**src/rtl/hazard_sequencer.sv**
```systemverilog
// Pipeline control for the 5-stage in-order core: load-use bubbles, branch flushes,
// memory-wait freeze with timeout, and saturating stall/flush performance counters.
module hazard_sequencer #(
  parameter int CNT_W        = 16,
  parameter int MAX_MEM_WAIT = 15
) (
  input  logic             clk_i,
  input  logic             rst_i,
  input  logic [4:0]       id_rs1_i,
  input  logic [4:0]       id_rs2_i,
  input  logic             id_uses_rs2_i,
  input  logic             ex_memread_i,
  input  logic [4:0]       ex_rd_i,
  input  logic             branch_taken_i,
  input  logic             mem_req_i,
  input  logic             mem_ready_i,
  output logic             pc_write_o,
  output logic             if_id_write_o,
  output logic             if_id_flush_o,
  output logic             id_ex_bubble_o,
  output logic             pipe_hold_o,
  output logic [1:0]       state_o,
  output logic             mem_timeout_o,
  output logic [CNT_W-1:0] stall_cnt_o,
  output logic [CNT_W-1:0] flush_cnt_o
);

  typedef enum logic [1:0] {
    ST_RUN      = 2'd0,
    ST_MEM_WAIT = 2'd1,
    ST_TIMEOUT  = 2'd2
  } state_t;

  localparam logic [7:0] MAX_WAIT = MAX_MEM_WAIT[7:0];

  state_t           r_state;
  state_t           w_next_state;
  logic [7:0]       r_wait_cnt;
  logic [7:0]       w_next_wait_cnt;
  logic             r_timeout;
  logic             w_next_timeout;
  logic [CNT_W-1:0] r_stall_cnt;
  logic [CNT_W-1:0] r_flush_cnt;

  logic w_load_use;
  logic w_mem_stall;
  logic w_pc_write;
  logic w_if_id_write;
  logic w_if_id_flush;
  logic w_id_ex_bubble;
  logic w_pipe_hold;

  assign w_load_use = ex_memread_i && (ex_rd_i != 5'd0) &&
                      ((ex_rd_i == id_rs1_i) || (id_uses_rs2_i && (ex_rd_i == id_rs2_i)));
  assign w_mem_stall = mem_req_i && !mem_ready_i;

  always_comb begin
    w_pc_write      = 1'b1;
    w_if_id_write   = 1'b1;
    w_if_id_flush   = 1'b0;
    w_id_ex_bubble  = 1'b0;
    w_pipe_hold     = 1'b0;
    w_next_state    = r_state;
    w_next_wait_cnt = r_wait_cnt;
    w_next_timeout  = r_timeout;

    case (r_state)
      ST_RUN: begin
        if (w_mem_stall) begin
          w_pc_write      = 1'b0;
          w_if_id_write   = 1'b0;
          w_pipe_hold     = 1'b1;
          w_next_state    = ST_MEM_WAIT;
          w_next_wait_cnt = 8'd1;
        end else if (w_load_use) begin
          // Branch in the same cycle is dropped: ID re-resolves it after the bubble.
          w_pc_write     = 1'b0;
          w_if_id_write  = 1'b0;
          w_id_ex_bubble = 1'b1;
        end else if (branch_taken_i) begin
          w_if_id_flush = 1'b1;
        end
      end
      ST_MEM_WAIT: begin
        if (mem_ready_i) begin
          w_next_state    = ST_RUN;
          w_next_wait_cnt = 8'd0;
          if (w_load_use) begin
            w_pc_write     = 1'b0;
            w_if_id_write  = 1'b0;
            w_id_ex_bubble = 1'b1;
          end else if (branch_taken_i) begin
            w_if_id_flush = 1'b1;
          end
        end else begin
          w_pc_write    = 1'b0;
          w_if_id_write = 1'b0;
          w_pipe_hold   = 1'b1;
          if (r_wait_cnt < MAX_WAIT) begin
            w_next_wait_cnt = r_wait_cnt + 8'd1;
          end else begin
            w_next_state   = ST_TIMEOUT;
            w_next_timeout = 1'b1;
          end
        end
      end
      ST_TIMEOUT: begin
        w_pc_write    = 1'b0;
        w_if_id_write = 1'b0;
        w_pipe_hold   = 1'b1;
      end
      default: begin
        w_next_state = ST_RUN;
      end
    endcase

    // Reset overrides everything so the pipeline sees bubbles while it is held.
    if (rst_i) begin
      w_pc_write     = 1'b0;
      w_if_id_write  = 1'b0;
      w_if_id_flush  = 1'b0;
      w_id_ex_bubble = 1'b1;
      w_pipe_hold    = 1'b0;
    end
  end

  always_ff @(posedge clk_i or posedge rst_i) begin
    if (rst_i) begin
      r_state     <= ST_RUN;
      r_wait_cnt  <= 8'd0;
      r_timeout   <= 1'b0;
      r_stall_cnt <= '0;
      r_flush_cnt <= '0;
    end else begin
      r_state    <= w_next_state;
      r_wait_cnt <= w_next_wait_cnt;
      r_timeout  <= w_next_timeout;
      if (!w_pc_write && (r_stall_cnt != {CNT_W{1'b1}})) begin
        r_stall_cnt <= r_stall_cnt + 1'b1;
      end
      if (w_if_id_flush && (r_flush_cnt != {CNT_W{1'b1}})) begin
        r_flush_cnt <= r_flush_cnt + 1'b1;
      end
    end
  end

  assign pc_write_o     = w_pc_write;
  assign if_id_write_o  = w_if_id_write;
  assign if_id_flush_o  = w_if_id_flush;
  assign id_ex_bubble_o = w_id_ex_bubble;
  assign pipe_hold_o    = w_pipe_hold;
  assign state_o        = r_state;
  assign mem_timeout_o  = r_timeout;
  assign stall_cnt_o    = r_stall_cnt;
  assign flush_cnt_o    = r_flush_cnt;

endmodule

```
**config.mk**
```make
export PLATFORM = sky130hd
export DESIGN_NAME = hazard_sequencer
export DESIGN_NICKNAME = d
export VERILOG_FILES = /design/src/rtl/hazard_sequencer.sv
export SDC_FILE = /design/constraint.sdc
export NUM_CORES = 1
export LEC_CHECK = 0
export ABC_AREA = 0
export CORE_ASPECT_RATIO = 1.4
export CORE_MARGIN = 4
export CORE_UTILIZATION = 43
export DETAILED_ROUTE_END_ITERATION = 8
export GPL_TIMING_DRIVEN = 0
export HOLD_SLACK_MARGIN = 0.03
export PLACE_DENSITY = 0.74
export SLEW_MARGIN = 10
export SYNTH_ARGS = -nofsm -noshare
export SYNTH_HDL_FRONTEND = slang
export SYNTH_SLANG_ARGS = --single-unit
export TNS_END_PERCENT = 30
```
**constraint.sdc**
```tcl
create_clock -name clk_i -period 2.1 [get_ports clk_i]
set_input_delay 0.315 -clock clk_i [delete_from_list [all_inputs] [get_ports clk_i]]
set_output_delay 0.315 -clock clk_i [all_outputs]
set_load 0.02 [all_outputs]
```
; After elaboration in Yosys (flattened, before gate mapping)
; Index checks and enable logic that the tools add are counted.
[word_totals]
regBits = 43
wordCells = 64
[op_classes]
mux = 28
reduce_logical = 15
eq_ne = 9
addsub = 3
magnitude_cmp = 1
bitwise = 3
[op_table]
columns = op, n
row1 = "16-bit by 1-bit adder with 16-bit output, second input constant", 2
row2 = "16-bit != test, second input constant", 2
row3 = 8-bit 2-to-1 mux, 3
row4 = 1-bit 2-to-1 mux, 16
row5 = 8-bit case mux with 2 select lines, 1
row6 = 5-bit == test, 2
row7 = 3-bit AND reduction, 3
row8 = "8-bit by 1-bit adder with 8-bit output, second input constant", 1
row9 = "8-bit by 4-bit < comparator with 1-bit output, second input constant", 1
row10 = 1-bit logical AND, 6
row11 = 2-bit 2-to-1 mux, 3
row12 = "3-bit != test, second input constant", 2
row13 = 1-bit case mux with 3 select lines, 2
row14 = 2-bit case mux with 3 select lines, 1
row15 = 5-bit nonzero test, 1
row16 = 1-bit case mux with 2 select lines, 2
row17 = 1-bit NOT, 3
row18 = "2-bit by 1-bit == test with 1-bit output, second input constant", 1
row19 = "2-bit == test, second input constant", 1
row20 = 1-bit zero test, 2
row21 = 2-bit zero test, 1
row22 = "2-bit != test, second input constant", 1
row23 = 2-bit nonzero test, 1
row24 = 1-bit logical OR, 1

; Logic depth before layout (Yosys ltp)
; Gate-level depths: netlist of the first run.
[logic_depth]
ltp_word = 10
ltp_mapped = 9
depth_no_buf = 7

; Least setup slack after synthesis of the first run
; Ideal clock, no wire load.
[synth_timing]
path_kind = input -> register
start = input rst_i
end = register r_flush_cnt[15], in the netlist flush_cnt_o[15]
cell_stages = 5
setup_ns = 0.080
path_slack_ns = -0.338
t_arrival_ns = 2.359
cell_sequence = inv_1 nand2_1 nor4_4 nor3b_2 xor2_1
[synth_between]
elab_chain_len = 2
[synth_rtl]
columns = element, line_no
row1 = from (decl), 8  ; input logic rst_i,
row2 = 1-bit 2-to-1 mux, 118  ; if (rst_i) begin
row3 = 1-bit logical AND, 141  ; if (w_if_id_flush && (r_flush_cnt != {CNT_W{1'b1}})) begin
row4 = to (signal assigned), 142  ; r_flush_cnt <= r_flush_cnt + 1'b1;
row5 = to (decl), 43  ; logic [CNT_W-1:0] r_flush_cnt;
; Every way passes these cells.
; A chain may end at the register's enable or synchronous reset.

; Worst setup path in the final report of the first run
[layout_timing]
start = input id_rs2_i[2]
end = register r_stall_cnt[10], in the netlist stall_cnt_o[10]
[layout_between]
elab_chain_len = 10
word_cells_on_any_way = 11
cone_classes = eq/ne (1) / mux (5) / reduce/logical (5)
[layout_rtl]
columns = element, line_no
row1 = from (decl), 10  ; input logic [4:0] id_rs2_i,
row2 = 5-bit == test (*), 54  ; ((ex_rd_i == id_rs1_i) || (id_uses_rs2_i && (ex_rd_i == id_rs2_i)));
row3 = 1-bit logical AND (*), 54
row4 = 1-bit logical OR (*), 54
row5 = 1-bit logical AND (*), 53  ; assign w_load_use = ex_memread_i && (ex_rd_i != 5'd0) &&
row6 = 1-bit 2-to-1 mux (*), "75, 88"
row7 = "1-bit 2-to-1 mux, on equally long branches", "85, 69"
row8 = 1-bit case mux with 3 select lines (*), 67  ; case (r_state)
row9 = 1-bit 2-to-1 mux (*), 118
row10 = 1-bit zero test (*), 138  ; if (!w_pc_write && (r_stall_cnt != {CNT_W{1'b1}})) begin
row11 = 1-bit logical AND (*), 138
row12 = to (signal assigned), 139  ; r_stall_cnt <= r_stall_cnt + 1'b1;
row13 = to (decl), 42  ; logic [CNT_W-1:0] r_stall_cnt;
; Mark *: on every way between the ends. The rest lies on a longest branch, timed or not.

==> out/results.tsv, run 1 <==
metric	value	unit
number of synthesized flops with an enable pin	0	
clk slew on worst S/H paths	0.08	ns
CTS tree	yes	
Worst Max-Slew Pin Slew	1.00	ns
maximum fanout along the worst path	6	
sequential fraction of the synthesis area	49.2	%
top_reg_cell synth	dfrtp_1	
cell-by-cell trace of the critical path	clkdlybuf4s50_1, xnor2_1, a32oi_4, or4b_4, nand2_8, buf_8, nand4_1, xnor2_1	
P&R area growth vs syn	49.5	%
Max Cap Viol	0	
DP HPWL	3670	µm
Final min period	2.04	ns
Final ANT Viol Nets	0	
Syn. warnings	0	
post-route cell area	3270	µm²
core area	4880	µm²
I/O pin cnt	62	
CTS root buffer	clkbuf_8	
Die Wd	68.3	µm
WP depth	8	
Pleak	1.39	nW
Seq cells post-synth	43	
largest net degree at the start of global routing	23	
status	finished, final reports clean	
Pre-antenna DRT Iters	4	
Final Hold Viols	0	
Filler cells	385	
initial antenna violation count	0	
Slowest-stage cell, CP	or4b_4	
VDD IR max	608	µV
crit end category	flop	
post-synth top area share	49.2	%
reg2reg start	stall_cnt_o[4]$_DFFE_PP0P_	
total wire length	5450	µm
Area after DPL	2880	µm²
synthesized net count	232	
Gate Count Post-Synth	207	
via count	1819	
Routed WL per cell	15.2	µm
crit path from	id_rs2_i[2]	
Final GP Congestion	0.716	
syn_area_per_cell	10.6	µm²
Min-Delay Path Class	input port to asynchronous set/reset pin	
Design Power	2.58	mW
port bufs	61	
Bufs and invs on worst path	2	
via-per-instance ratio	5.08	
Tcrit/Tclk final	97.4	%
worst setup path class	input port to flop	
setup violators final	0	
number of library cell types mapped by synthesis	42	
# diodes	0	
Pwr Density	790	nW/µm²
CP delay by family, top	simple AND/OR/NAND/NOR gates	
Core Rows	30	
most used cell, CP	xnor2_1	
layout cell share with drive strength beyond 1	23.1	%
largest cells by area after synthesis	dfrtp_1, xnor2_1, xor2_1, nand4_1, nand3_1	
CP peak stage delay	0.59	ns
Rel. slew slack	32.7	%
DR DRC count	0	
Starting DRT DRC Count	90	
vias in the first global route	1850	
FF-to-FF End	stall_cnt_o[10]$_DFFE_PP0P_	
Nets	318	
Setup crit end	stall_cnt_o[10]$_DFFE_PP0P_	
clk buf depth	2	
WP data arrival	2.23	ns
hold buffers post-CTS	0	
clock skew	0.00575	ns
asr flop ratio synth	100	%
clock sink total	43	
gr ovfl total	0	
die area	6300	µm²
Slew Viols, Final	0	
clk_lat worst skew	0.30	ns
area leader, netlist	dfrtp_1	
Starting Density	44.8	%
Clock H-tree levels	2	
Worst EP required	2.29	ns
R2R Setup Slk	0.06	ns
global-route wire length before repair	8680	µm
Post-Syn Area	2190	µm²
R2R depth	8	
Worst Setup Start Kind	input port	
GRT Util Overall	18.0	%
RSZ-0062 raised after global routing	true	
CTS buffer count	5	
Die Ht	92.4	µm
Max Fclk	489	MHz
## where the power goes
part | internal, mW | switching (mW)
clock | 0.232 | 0.281
sequential | 0.957 | 0.147
combinational | 0.499 | 0.465
total | 1.69 | 0.893
## Yosys cell counts (4+ instances only)
cell type  number
a21oi_1         4
nor3_1          4
inv_1           5
nand4_1        12
nand3_1        14
xnor2_1        27
dfrtp_1        43
nor2_1         15
xor2_1         13
and3_1          9
nand2_1        17
## logic make-up after synthesis
group	synth area share [%]
xor+xnor	16.0
simple gates	23.9
fa+ha+maj	1.72
buf+inv	2.46
mux	1.49
compound gates	5.21
flops	49.2
## metal layers
metal	GRT usage, %	up-vias	routed length [µm]
met1	21.5	881	2170
met5	0	-	0
met3	3.52	7	203
li1	-	895	-
met2	31.6	36	3010
met4	5.47	0	72
## metrics by stage
| step | TNS [ns] | cells | hold WS [ns] | worst slack, ns | util [%] |
|---|---|---|---|---|---|
| after global routing | -0.128 | 358 | 0.282 | -0.0332 | 67.0 |
| after global placement | -24.42 | 332 | 0.462 | -1.16 | 59.0 |
| after CTS | -0.149 | 348 | 0.478 | -0.0412 | 62.9 |
| after floorplan | -0.434 | 207 | 0.321 | -0.0823 | - |
| final | 0 | 358 | 0.239 | 0.0553 | 67.0 |
| after detailed placement | -25.49 | 332 | 0.460 | -1.16 | 59.0 |
## worst min path at each step
| stage | cells after the start | to | startpoint |
|---|---|---|---|
| floorplan | 1 | flush_cnt_o[0]$_DFFE_PP0P_ | rst_i |
| global placement | 1 | mem_timeout_o$_DFFE_PP0P_ | mem_timeout_o$_DFFE_PP0P_ |
| detailed placement | 1 | mem_timeout_o$_DFFE_PP0P_ | mem_timeout_o$_DFFE_PP0P_ |
| CTS | 1 | mem_timeout_o$_DFFE_PP0P_ | mem_timeout_o$_DFFE_PP0P_ |
| global route | 2 | r_wait_cnt[5]$_DFFE_PP0P_ | rst_i |
| finish | 2 | r_wait_cnt[5]$_DFFE_PP0P_ | rst_i |
## final cells by class
type	count	area, µm²	area share, %
Buffer	3	23.8	0.727
Clock buffer	6	72.6	2.22
Clock inverter	2	12.5	0.383
Inverter	5	22.5	0.689
Multi-Input combinational cell	154	1230	37.7
Sequential cell	43	1080	33.0
Tap cell	64	80.1	2.45
Timing Repair Buffer	79	734	22.5
Timing Repair inverter	2	10.0	0.306
## flip-flops by register name, summed over array words and instances (netlist names)
signal	flops
state_o	2
flush_cnt_o	16
mem_timeout_o	1
r_wait_cnt	8
stall_cnt_o	16
## worst register-to-register path: stages, from the launching register on
cell	delay, ns
dfrtp_1	0.40
and3_1	0.23
and3_4	0.20
nand4_1	0.10
or4b_4	0.51
nand2_8	0.12
buf_8	0.12
nand4_1	0.11
xnor2_1	0.15
## layout by cell type (no fill, tap or decap), drive strengths merged, types with 6 or more instances in the layout
cell,count
nand2,18
nor3,7
nor2,15
nand3,14
dlygate4sd2,6
buf,27
nand4,12
xnor2,27
xor2,13
clkdlybuf4s50,41
dfrtp,43
and3,9
clkbuf,11
o21ai,6
## timing repair
| item | 4_1_cts | 5_1_grt |
|---|---|---|
| setup endpoints to repair | 41 | 31 |
| cloned | 2 | 2 |
| gates resized for setup | 61 | 36 |
| buffers inserted | 7 | 10 |
| pin swaps | 18 | 12 |
Note: power is estimated with default switching activity, not from simulation.
==> inputs of run 2 (changes only) <==
--- a/config.mk
+++ b/config.mk
@@ -8,11 +8,11 @@
 export ABC_AREA = 0
 export CORE_ASPECT_RATIO = 1.4
 export CORE_MARGIN = 4
-export CORE_UTILIZATION = 43
+export CORE_UTILIZATION = 47
 export DETAILED_ROUTE_END_ITERATION = 8
 export GPL_TIMING_DRIVEN = 0
 export HOLD_SLACK_MARGIN = 0.03
-export PLACE_DENSITY = 0.74
+export PLACE_DENSITY = 0.77
 export SLEW_MARGIN = 10
 export SYNTH_ARGS = -nofsm -noshare
 export SYNTH_HDL_FRONTEND = slang
==> constraint.sdc (replaced) <==
create_clock -name clk_i -period 1.9 [get_ports clk_i]
set_input_delay 0.285 -clock clk_i [delete_from_list [all_inputs] [get_ports clk_i]]
set_output_delay 0.285 -clock clk_i [all_outputs]
set_load 0.02 [all_outputs]
==> run 2 against run 1 <==
Against the previous run: the flow now finishes with violations (negative setup slack); global-route usage up 3.8 points; non-clock buffer count increased by 28; register-to-register slack worse by 0.22 ns; setup slack worse by 0.22 ns; critical path depth unchanged; critical endpoint is now stall_cnt_o[6]$_DFFE_PP0P_.
==> out/results.tsv, run 2 (synthesized netlist as in run 1, its figures left out) <==
metric	value	unit
commonest non-fill, non-tap cell in the layout	buf_4	
CTS buffer count	5	
Max Fclk	485	MHz
Worst Max-Slew Pin Slew	1.04	ns
WP data arrival	2.24	ns
hold buffers post-CTS	0	
clk buf depth	2	
Rel. slew slack	30.6	%
GRT Util Overall	21.9	%
Hold Path Cell Cnt	1	
Pleak	1.58	nW
Die Wd	65.6	µm
Clock H-tree levels	2	
Final Hold Viols	0	
clk slew on worst S/H paths	0.08	ns
# diodes	0	
R2R Setup Slk	-0.16	ns
Design Power	3.09	mW
clock skew	0.0106	ns
setup violators final	21	
Worst Hold Path EP	mem_timeout_o$_DFFE_PP0P_	
CTS root buffer	clkbuf_8	
status	finished, violations left	
Starting DRT DRC Count	130	
maximum fanout along the worst path	6	
Final ANT Viol Nets	0	
failing checks	negative setup slack	
largest net degree at the start of global routing	23	
global-route wire length before repair	9700	µm
gr ovfl total	0	
worst setup path class	flop to flop	
port bufs	61	
Final GP Congestion	0.794	
Tcrit/Tclk final	109	%
DR DRC count	0	
Worst EP required	2.08	ns
most frequent cells in the layout	buf_4, clkdlybuf4s50_1, dfrtp_1	
Starting Density	48.6	%
crit end category	flop	
via count	2029	
vias in the first global route	1989	
Die Ht	88.7	µm
via-per-instance ratio	5.30	
die area	5820	µm²
clock sink total	43	
Max Cap Viol	0	
Post-Layout Cell Count	383	
Final min period	2.06	ns
initial antenna violation count	0	
post-placement worst setup slack	-1.33	ns
I/O pin cnt	62	
clk_lat worst skew	0.29	ns
CTS tree	yes	
VDD IR max	612	µV
Core Rows	29	
Nets	345	
layout cell share with drive strength beyond 1	40.2	%
RSZ-0062 raised after global routing	true	
core area	4500	µm²
worst setup margin	-0.163	ns
Pre-antenna DRT Iters	4	
FF-to-FF End	stall_cnt_o[6]$_DFFE_PP0P_	
Worst Setup Start Kind	flop	
total wire length	6290	µm
reg2reg start	stall_cnt_o[0]$_DFFE_PP0P_	
Slew Viols, Final	0	
Routed WL per cell	16.4	µm
P&R area growth vs syn	63.5	%
startpoint of the worst hold path	mem_timeout_o$_DFFE_PP0P_	
Pwr Density	866	nW/µm²
Min-Delay Path Class	flop to flop	
cell total after placement	330	
crit path from	stall_cnt_o[0]$_DFFE_PP0P_	
DP HPWL	3500	µm
R2R depth	8	
-- run 2: metrics by stage --
step	cell area, µm²	hold WS, ns	TNS, ns	util (%)
floorplan	2220	0.291	-2.42	-
global placement	2910	0.453	-32.39	64.6
detailed placement	2910	0.470	-33.49	64.6
CTS	3340	0.490	-1.31	74.3
global route	3570	0.509	-3.80	79.4
finish	3570	0.486	-1.50	79.4
-- run 2: final cells by class --
type / count / area [µm²]
multi-input combinational: 153 / 1300
clock inverter: 1 / 5.00
clock buffer: 7 / 76.3
sequential: 43 / 1080
tap: 62 / 77.6
timing repair inverter: 2 / 10.0
inverter: 5 / 22.5
fill: 288 / 926
buffer: 3 / 26.3
timing repair buffer: 107 / 967
-- run 2: per-layer routing --
layer  vias up  wire length, µm  share of wire, %  global-route usage, %
met4         0               91               1.4                   8.87
li1        943                -                 -                      -
met2        78             3460                55                   37.3
met3        10              334               5.3                   3.43
met1       998             2400                38                   27.5
met5         -                0                 0                      0
-- run 2: power by group --
group,internal [mW],total (mW),switching [mW]
combinational,0.698,1.32,0.627
sequential,1.07,1.21,0.141
clock,0.258,0.561,0.303
total,2.02,3.09,1.07
-- run 2: repair_timing --
action                                  CTS  global route
cloned                                    3             0
gates resized for setup                 104            45
pin swaps                                39            26
endpoints found under the setup margin   45            41
buffers inserted                         30            15
-- run 2: worst max-delay path, stage by stage (launching register included) --
cell	delay (ns)
dfrtp_2	0.43
ha_4	0.16
and3_4	0.17
nand4_1	0.12
or4b_4	0.52
nand2_8	0.12
buf_6	0.12
nand4_1	0.14
xnor2_1	0.17
-- run 2: worst max-delay path by stage --
stage,endpoint,depth (start not counted),slack [ns]
floorplan,stall_cnt_o[8]$_DFFE_PP0P_,9,-0.19
global placement,if_id_flush_o,5,-1.33
detailed placement,if_id_flush_o,5,-1.33
CTS,stall_cnt_o[1]$_DFFE_PP0P_,7,-0.11
global route,pc_write_o,9,-0.23
finish,stall_cnt_o[6]$_DFFE_PP0P_,8,-0.16
